[config.mk]
export PLATFORM = sky130hd
export DESIGN_NAME = bcd_addsub_serial
export DESIGN_NICKNAME = d
export VERILOG_FILES = /design/src/rtl/bcd_pkg.sv /design/src/rtl/bcd_digit_adder.sv /design/src/rtl/bcd_addsub_serial.sv
export SDC_FILE = /design/constraint.sdc
export NUM_CORES = 1
export LEC_CHECK = 0
export CAP_MARGIN = 0
export CORE_MARGIN = 2
export CORE_UTILIZATION = 55
export CTS_BUF_LIST = sky130_fd_sc_hd__clkbuf_2
export CTS_CLUSTER_DIAMETER = 100
export CTS_CLUSTER_SIZE = 10
export DETAILED_ROUTE_END_ITERATION = 12
export PLACE_DENSITY = 0.81
export SETUP_SLACK_MARGIN = 0.05
export SYNTH_ARGS = -nofsm -noshare
export SYNTH_HDL_FRONTEND = slang
export SYNTH_SLANG_ARGS = --single-unit
[constraint.sdc]
create_clock -name clk -period 4.98 [get_ports clk]
set_clock_uncertainty 0.05 [all_clocks]
set_input_delay 0.498 -clock clk [delete_from_list [all_inputs] [get_ports clk]]
set_output_delay 0.498 -clock clk [all_outputs]
set_load 0.1 [all_outputs]
[src/rtl/bcd_pkg.sv]
// Shared definitions for the serial BCD adder/subtractor: FSM states and
// BCD digit constants.
package bcd_pkg;

    typedef enum logic [1:0] {
        IDLE = 2'd0,
        RUN  = 2'd1,
        DONE = 2'd2
    } state_t;

    localparam int DIGIT_W  = 4;
    localparam int BCD_MAX  = 9;
    localparam int BCD_CORR = 6;

endpackage

[src/rtl/bcd_digit_adder.sv]
// One BCD digit step: binary add with carry, decimal correction and
// out-of-range detection on either operand digit.
module bcd_digit_adder
    import bcd_pkg::*;
(
    input  logic [DIGIT_W-1:0] a,
    input  logic [DIGIT_W-1:0] b,
    input  logic               cin,
    output logic [DIGIT_W-1:0] sum,
    output logic               cout,
    output logic               invalid
);

    localparam int BIN_W = DIGIT_W + 1;

    logic [BIN_W-1:0] bin;
    logic [BIN_W-1:0] corr;

    always_comb begin
        bin     = {1'b0, a} + {1'b0, b} + {{DIGIT_W{1'b0}}, cin};
        corr    = bin + BIN_W'(BCD_CORR);
        cout    = bin > BIN_W'(BCD_MAX);
        sum     = cout ? corr[DIGIT_W-1:0] : bin[DIGIT_W-1:0];
        invalid = (a > DIGIT_W'(BCD_MAX)) || (b > DIGIT_W'(BCD_MAX));
    end

endmodule

[src/rtl/bcd_addsub_serial.sv]
// Digit-serial BCD add/subtract: operands are captured on start, processed
// one digit per cycle LSD first, and the result is published on done.
module bcd_addsub_serial
    import bcd_pkg::*;
#(
    parameter int DIGITS = 4
) (
    input  logic                      clk,
    input  logic                      rst_n,
    input  logic                      start,
    input  logic                      sub,
    input  logic [DIGIT_W*DIGITS-1:0] a,
    input  logic [DIGIT_W*DIGITS-1:0] b,
    input  logic                      cin,
    output logic [DIGIT_W*DIGITS-1:0] sum,
    output logic                      cout,
    output logic                      err,
    output logic                      busy,
    output logic                      done
);

    localparam int W  = DIGIT_W * DIGITS;
    localparam int CW = $clog2(DIGITS + 1);

    state_t         state, state_nxt;
    logic [W-1:0]   a_sh, b_sh, r_sh, r_nxt;
    logic           sub_q, carry, err_acc;
    logic [CW-1:0]  idx;
    logic           last;

    logic [DIGIT_W-1:0] b_dig, d_sum;
    logic               d_cout, d_inv;

    // A digit of 10..15 complements to 15..10, so the adder's range check
    // still flags a bad B digit in subtract mode.
    assign b_dig = sub_q ? (DIGIT_W'(BCD_MAX) - b_sh[DIGIT_W-1:0]) : b_sh[DIGIT_W-1:0];
    assign last  = (idx == CW'(DIGITS - 1));
    assign r_nxt = (r_sh >> DIGIT_W) | (W'(d_sum) << (W - DIGIT_W));

    bcd_digit_adder u_digit (
        .a       (a_sh[DIGIT_W-1:0]),
        .b       (b_dig),
        .cin     (carry),
        .sum     (d_sum),
        .cout    (d_cout),
        .invalid (d_inv)
    );

    // NOTE: sequential state uses non-blocking assignments so every register
    // samples pre-edge values regardless of statement order.
    always_ff @(posedge clk or negedge rst_n) begin
        if (!rst_n) state <= IDLE;
        else        state <= state_nxt;
    end

    // NOTE: every output of this block gets a default first so no path
    // leaves a signal unassigned and infers a latch.
    always_comb begin
        state_nxt = state;
        busy      = 1'b0;
        done      = 1'b0;
        case (state)
            IDLE: if (start) state_nxt = RUN;
            RUN: begin
                busy = 1'b1;
                if (last) state_nxt = DONE;
            end
            DONE: begin
                done      = 1'b1;
                state_nxt = IDLE;
            end
            default: state_nxt = IDLE;
        endcase
    end

    always_ff @(posedge clk or negedge rst_n) begin
        if (!rst_n) begin
            a_sh    <= '0;
            b_sh    <= '0;
            r_sh    <= '0;
            sub_q   <= 1'b0;
            carry   <= 1'b0;
            err_acc <= 1'b0;
            idx     <= '0;
            sum     <= '0;
            cout    <= 1'b0;
            err     <= 1'b0;
        end else begin
            case (state)
                IDLE: if (start) begin
                    a_sh    <= a;
                    b_sh    <= b;
                    r_sh    <= '0;
                    sub_q   <= sub;
                    carry   <= sub ? ~cin : cin;
                    err_acc <= 1'b0;
                    idx     <= '0;
                    err     <= 1'b0;
                end
                RUN: begin
                    a_sh    <= a_sh >> DIGIT_W;
                    b_sh    <= b_sh >> DIGIT_W;
                    r_sh    <= r_nxt;
                    carry   <= d_cout;
                    err_acc <= err_acc | d_inv;
                    idx     <= idx + CW'(1);
                    if (last) begin
                        if (err_acc || d_inv) begin
                            sum  <= '0;
                            cout <= 1'b0;
                            err  <= 1'b1;
                        end else begin
                            sum  <= r_nxt;
                            // Final digit carry means "no borrow" in subtract mode.
                            cout <= sub_q ? ~d_cout : d_cout;
                        end
                    end
                end
                default: ;
            endcase
        end
    end

endmodule

==> flow_metrics.py, run 1 <==
metrics = {
    "synthesis": {
        "synthCells": 272,
        "synthTopCellsByArea": "dfrtp_1 (56%), a22o_1 (8.7%), mux2i_1 (8.0%)",
        "ys.flop_type": "dfrtp_1",
        "netlist.area_leader.share": 0.5618,
        "yosysSeqAreaShare": 0.5618,
        "async_reset_ff_frac": 1.000,
        "synth_most_common_cell": "dfrtp_1",
        "syn_area_per_cell_um2": 11.46,
        "synth_fp_nets": 318,
        "yosysWarnings": 0,
        "yosys.cell_types.count": 36,
        "ys_seq_elements": 70,
        "synth_commonest_cells": "dfrtp_1 (70), nand2_1 (38), o21ai_0 (37), a22o_1 (31), mux2i_1 (25)",
        "synth-edff-count": 0,
        "syn-cell-area_um2": 3118,
        "yosysTopAreaCell": "dfrtp_1",
    },
    "clock_network": {
        "cts.repair.resized": 0,
        "clock_latency_ns": 0.51,
        "cts-htree-levels": 3,
        "ctsHoldBuffers": 0,
        "cts_setup_buffers": 0,
        "tritoncts": "built",
        "clockRootBuffer": "clkbuf_2",
        "cts_buffers": 9,
        "cts.clk_slew.worst_paths_ns": 0.20,
        "clock_sinks": 70,
        "cts_max_path_buffers": 2,
    },
    "route": {
        "viasPerCell": 5.622,
        "vias": 2260,
        "ant_nets": 0,
        "routed_wl_um": 6215,
        "wire_per_inst_um": 15.46,
        "remaining_drc_errors": 0,
        "drt_iter0_drc": 152,
        "drt_first_pass_iters": 4,
    },
    "die": {
        "start_util": 0.5662,
        "die_h_um": 79.30,
        "fp.coreArea_um2": 5507,
        "rows": 27,
        "die_width_um": 79.30,
        "dieArea_um2": 6288,
        "boundaryPins": 57,
    },
    "timing": {
        "rsz0062_at_grt": "no",
        "worstMarginPinSlew_ns": 1.058,
        "setup_viol": 0,
        "hold_viol": 0,
        "fin_crit_sh": 0.7784,
        "layout_min_cycle_time_ns": 3.876,
        "fin_setup_tns_ns": 0,
        "slew_violations": 0,
        "max_freq_mhz": 258.0,
        "slew_headroom": 0.2889,
    },
    "worst_setup_path": {
        "required_ns": 4.43,
        "slowest_stage": "clkdlybuf4s50_1",
        "path_cells": "nand2b_1 > inv_2 > clkdlybuf4s50_1",
        "slowest_delay_ns": 1.27,
        "cp_data_arrival_time_ns": 3.33,
        "r2r_cells": 5,
        "critPathKind": "flop to output pin",
        "path_max_fanout": 33,
        "startpoint_type": "flop",
        "endpoint_kind": "output pin",
    },
    "finish": {
        "syn_to_final_growth_pct": 23.39,
        "multi_input_area_um2": 1270,
        "drive_gt1_frac": 0.08788,
        "nNetsFinal": 371,
        "fill_cells": 414,
        "ff_latch_area_um2": 1752,
        "diodes": 0,
    },
    "global_route": {
        "track_usage": 0.2244,
        "grt_max_degree": 74,
        "grt.overflow.total": 0,
        "grt_pass1_wl_um": 10540,
        "grt_pass1_vias": 2273,
        "antenna_found_initial": 0,
    },
    "place": {
        "hpwl_um": 4318,
        "io_buffers": 56,
        "routabilityCongestion": 0.8019,
    },
    "min_path": {
        "hp-class": "input port to asynchronous set/reset pin",
    },
    "run_status": {
        "outcome": "finished clean",
    },
    "job": {
        "cap_violations": 0,
    },
}
state kept, by name, indices dropped and copies added (netlist names), 2 cells and up:
register  count
r_sh         12
sum          16
idx           3
state         2
a_sh         16
b_sh         16
cells by family (layout without fill, tap and decap cells):
family,count (synthesis),count (layout),share of synthesized area
fa+ha+maj,9,9,0.04093
buf+inv,27,85,0.03451
compound gates,87,87,0.1950
xor+xnor,6,6,0.01685
flops,70,70,0.5618
mux,26,26,0.08387
simple gates,47,47,0.06702
worst paths after layout:
check	slack, ns	endpoint	from
min in group clk	0.45	b_sh[4]	b_sh[4]
max	1.10	busy	state[1]
max in group asynchronous	4.21	sum[15]	rst_n
min reg2reg	0.45	b_sh[4]	b_sh[4]
max reg2reg	1.42	sum[14]	state[1]
min	0.12	sum[9]	rst_n
metal layers:
metal	track usage	vias up	share of wire
li1	-	1083	-
met1	0.2850	1096	0.44
met2	0.3703	67	0.49
met3	0.04318	14	0.044
met4	0.1086	0	0.026
met5	0	-	0
per-stage QoR:
step                hold WS (ns)  std cells  instance area (um^2)  setup WS [ns]    util
floorplan                 0.1524        272                  3118          2.277       -
global placement          0.4109        386                  3727          1.599  0.6769
detailed placement        0.4203        386                  3727          1.459  0.6769
CTS                      0.08938        402                  3847          1.062  0.6987
global route              0.1535        402                  3847         0.9520  0.6987
finish                    0.1156        402                  3847          1.104  0.6987
layout make-up:
class,count,area share
Tap cell,72,0.02341
Clock buffer,10,0.01301
Timing Repair Buffer,59,0.1502
Multi-Input combinational cell,175,0.3301
Inverter,10,0.009756
Sequential cell,70,0.4553
Clock inverter,6,0.01821
placed cells by master (no fill, tap or decap), types with 3 or more instances in the layout:
cell type,instances
buf_4,3
inv_1,9
clkinvlp_4,3
ha_1,7
xnor2_1,4
mux2i_1,25
nand2_1,38
clkdlybuf4s50_1,55
dfrtp_1,70
clkbuf_2,10
a22o_1,31
o21ai_0,37
critical path, delay by kind of cell, from the launching register on:
family        cells  cell delay (ns)
buf+inv           2             1.98
simple gates      1             0.38
flops             1             0.44
Power of run 1 is left out: the tool's default activity adds up to more than one toggle a clock period on the data nets, which glitch-free logic cannot reach.
==> run 2: changes to the inputs <==
- CORE_UTILIZATION: 55 -> 54
- PLACE_DENSITY: 0.81 -> 0.8
- clock period: 4.98 -> 4 ns (I/O delays scaled with it)
==> flow_metrics.py, run 2 (synthesized netlist as in run 1, its figures left out) <==
metrics = {
    "global_route": {
        "use_met3": 0.04977,
        "grt.overflow.total": 0,
        "antenna_found_initial": 0,
        "use_met1": 0.2718,
        "busiest_layer": "met2",
        "grt_util_met2": 0.3475,
        "grt_pass1_wl_um": 10230,
        "grt_max_degree": 49,
        "track_usage": 0.2100,
        "grt_pass1_vias": 2151,
    },
    "route": {
        "ant_nets": 0,
        "vias": 2241,
        "drt_first_pass_iters": 4,
        "wire_per_inst_um": 15.57,
        "routed_wl_um": 6304,
        "remaining_drc_errors": 0,
        "viasPerCell": 5.533,
        "drt_iter0_drc": 80,
    },
    "finish": {
        "drive_gt1_frac": 0.09910,
        "most-common-layout-cells": "dfrtp_1 (70), clkdlybuf4s50_1 (54), nand2_1 (38)",
        "reg_top3": "a_sh (16), b_sh (16), sum (16)",
        "design_area_um2": 3914,
        "diodes": 0,
        "syn_to_final_growth_pct": 25.52,
        "nNetsFinal": 374,
        "final_common_cell": "dfrtp_1",
        "fill_cells": 444,
    },
    "timing": {
        "slew_headroom": 0.2950,
        "slew_violations": 0,
        "rsz0062_at_grt": "no",
        "setup_viol": 0,
        "fin_crit_sh": 0.7345,
        "fin_setup_tns_ns": 0,
        "max_freq_mhz": 340.4,
        "layout_min_cycle_time_ns": 2.938,
        "worstMarginPinSlew_ns": 1.058,
        "hold_viol": 0,
        "finalWorstSetupSlack_ns": 1.062,
    },
    "clock_network": {
        "clock_sinks": 70,
        "cts.repair.resized": 0,
        "cts_setup_buffers": 0,
        "cts_buffers": 9,
        "cts.clk_slew.worst_paths_ns": 0.21,
        "cts_max_path_buffers": 2,
        "cts-htree-levels": 3,
        "clock_latency_ns": 0.49,
        "clockRootBuffer": "clkbuf_2",
        "tritoncts": "built",
        "ctsHoldBuffers": 0,
    },
    "worst_setup_path": {
        "required_ns": 4.35,
        "crit_cells": 10,
        "endpoint_kind": "flop",
        "path_max_fanout": 9,
        "cp_data_arrival_time_ns": 3.29,
        "critPathKind": "flop to flop",
        "path_cells": "xnor2_1 > fa_1 > inv_1 > fa_1 > xnor2_1 > ha_1 > a22oi_1 > a31oi_4 > mux2i_1 > a22o_1",
        "r2r_cells": 10,
        "slowest_delay_ns": 0.53,
        "slowest_stage": "dfrtp_1",
        "critPathTopFamily": "adder cells",
        "startpoint_type": "flop",
        "r2r_slack_ns": 1.06,
        "path_buf_inv": 1,
    },
    "die": {
        "start_util": 0.5628,
        "die_width_um": 79.99,
        "rows": 27,
        "fp.coreArea_um2": 5540,
        "die_h_um": 79.99,
        "boundaryPins": 57,
        "dieArea_um2": 6398,
    },
    "place": {
        "io_buffers": 56,
        "preCtsSetupSlack_ns": 1.095,
        "routabilityCongestion": 0.7783,
        "placed_cell_area_um2": 3747,
        "hpwl_um": 4404,
    },
    "run_status": {
        "outcome": "finished clean",
    },
    "min_path": {
        "hp-class": "input port to asynchronous set/reset pin",
    },
    "job": {
        "cap_violations": 0,
    },
}
[run 2: cell types whose count changed in the layout (fill, tap and decap cells not counted), sizes merged]
cell,change
buf,+4
clkinvlp,-3
clkdlybuf4s50,-1
clkinv,+2
clkbuf,-1
bufinv,+2
[run 2: worst register-to-register path: stages (launching register included)]
cell	delay, ns
dfrtp_1	0.53
xnor2_1	0.24
fa_1	0.21
inv_1	0.06
fa_1	0.41
xnor2_1	0.35
ha_1	0.26
a22oi_1	0.13
a31oi_4	0.30
mux2i_1	0.11
a22o_1	0.21
[run 2: path summary, 6_finish.rpt]
kind                          from        to
setup reg to reg             sub_q   sum[14]
min in group clk             a[15]  a_sh[15]
hold reg to reg            a_sh[5]   a_sh[5]
max in group asynchronous    rst_n   b_sh[0]
hold / removal               rst_n   a_sh[2]
setup / recovery             sub_q   sum[14]
[run 2: area by class of cell]
cell class / count / area (um^2) / share of cell area
multi-input cells: 175 / 1270 / 0.3245
flip-flops and latches: 70 / 1752 / 0.4476
well taps: 72 / 90.09 / 0.02302
clock buffers: 9 / 45.04 / 0.01151
inverters: 10 / 37.54 / 0.009591
repair buffers: 62 / 598.1 / 0.1528
clock inverters: 7 / 121.4 / 0.03101
[run 2: per-layer routing]
layer / vias up / wire length (um)
met5: - / 0
met4: 0 / 69
met3: 9 / 321
met2: 64 / 3070
met1: 1082 / 2843
li1: 1086 / -
[run 2: through the flow]
step | instances | util | hold WS, ns
after detailed placement | 389 | 0.6764 | 0.4193
after global routing | 405 | 0.7064 | 0.05534
final | 405 | 0.7064 | 0.02150
after global placement | 389 | 0.6764 | 0.4100
after floorplan | 272 | - | 0.05441
after CTS | 405 | 0.7064 | 0.01997
Power of run 2 is left out for the same reason.
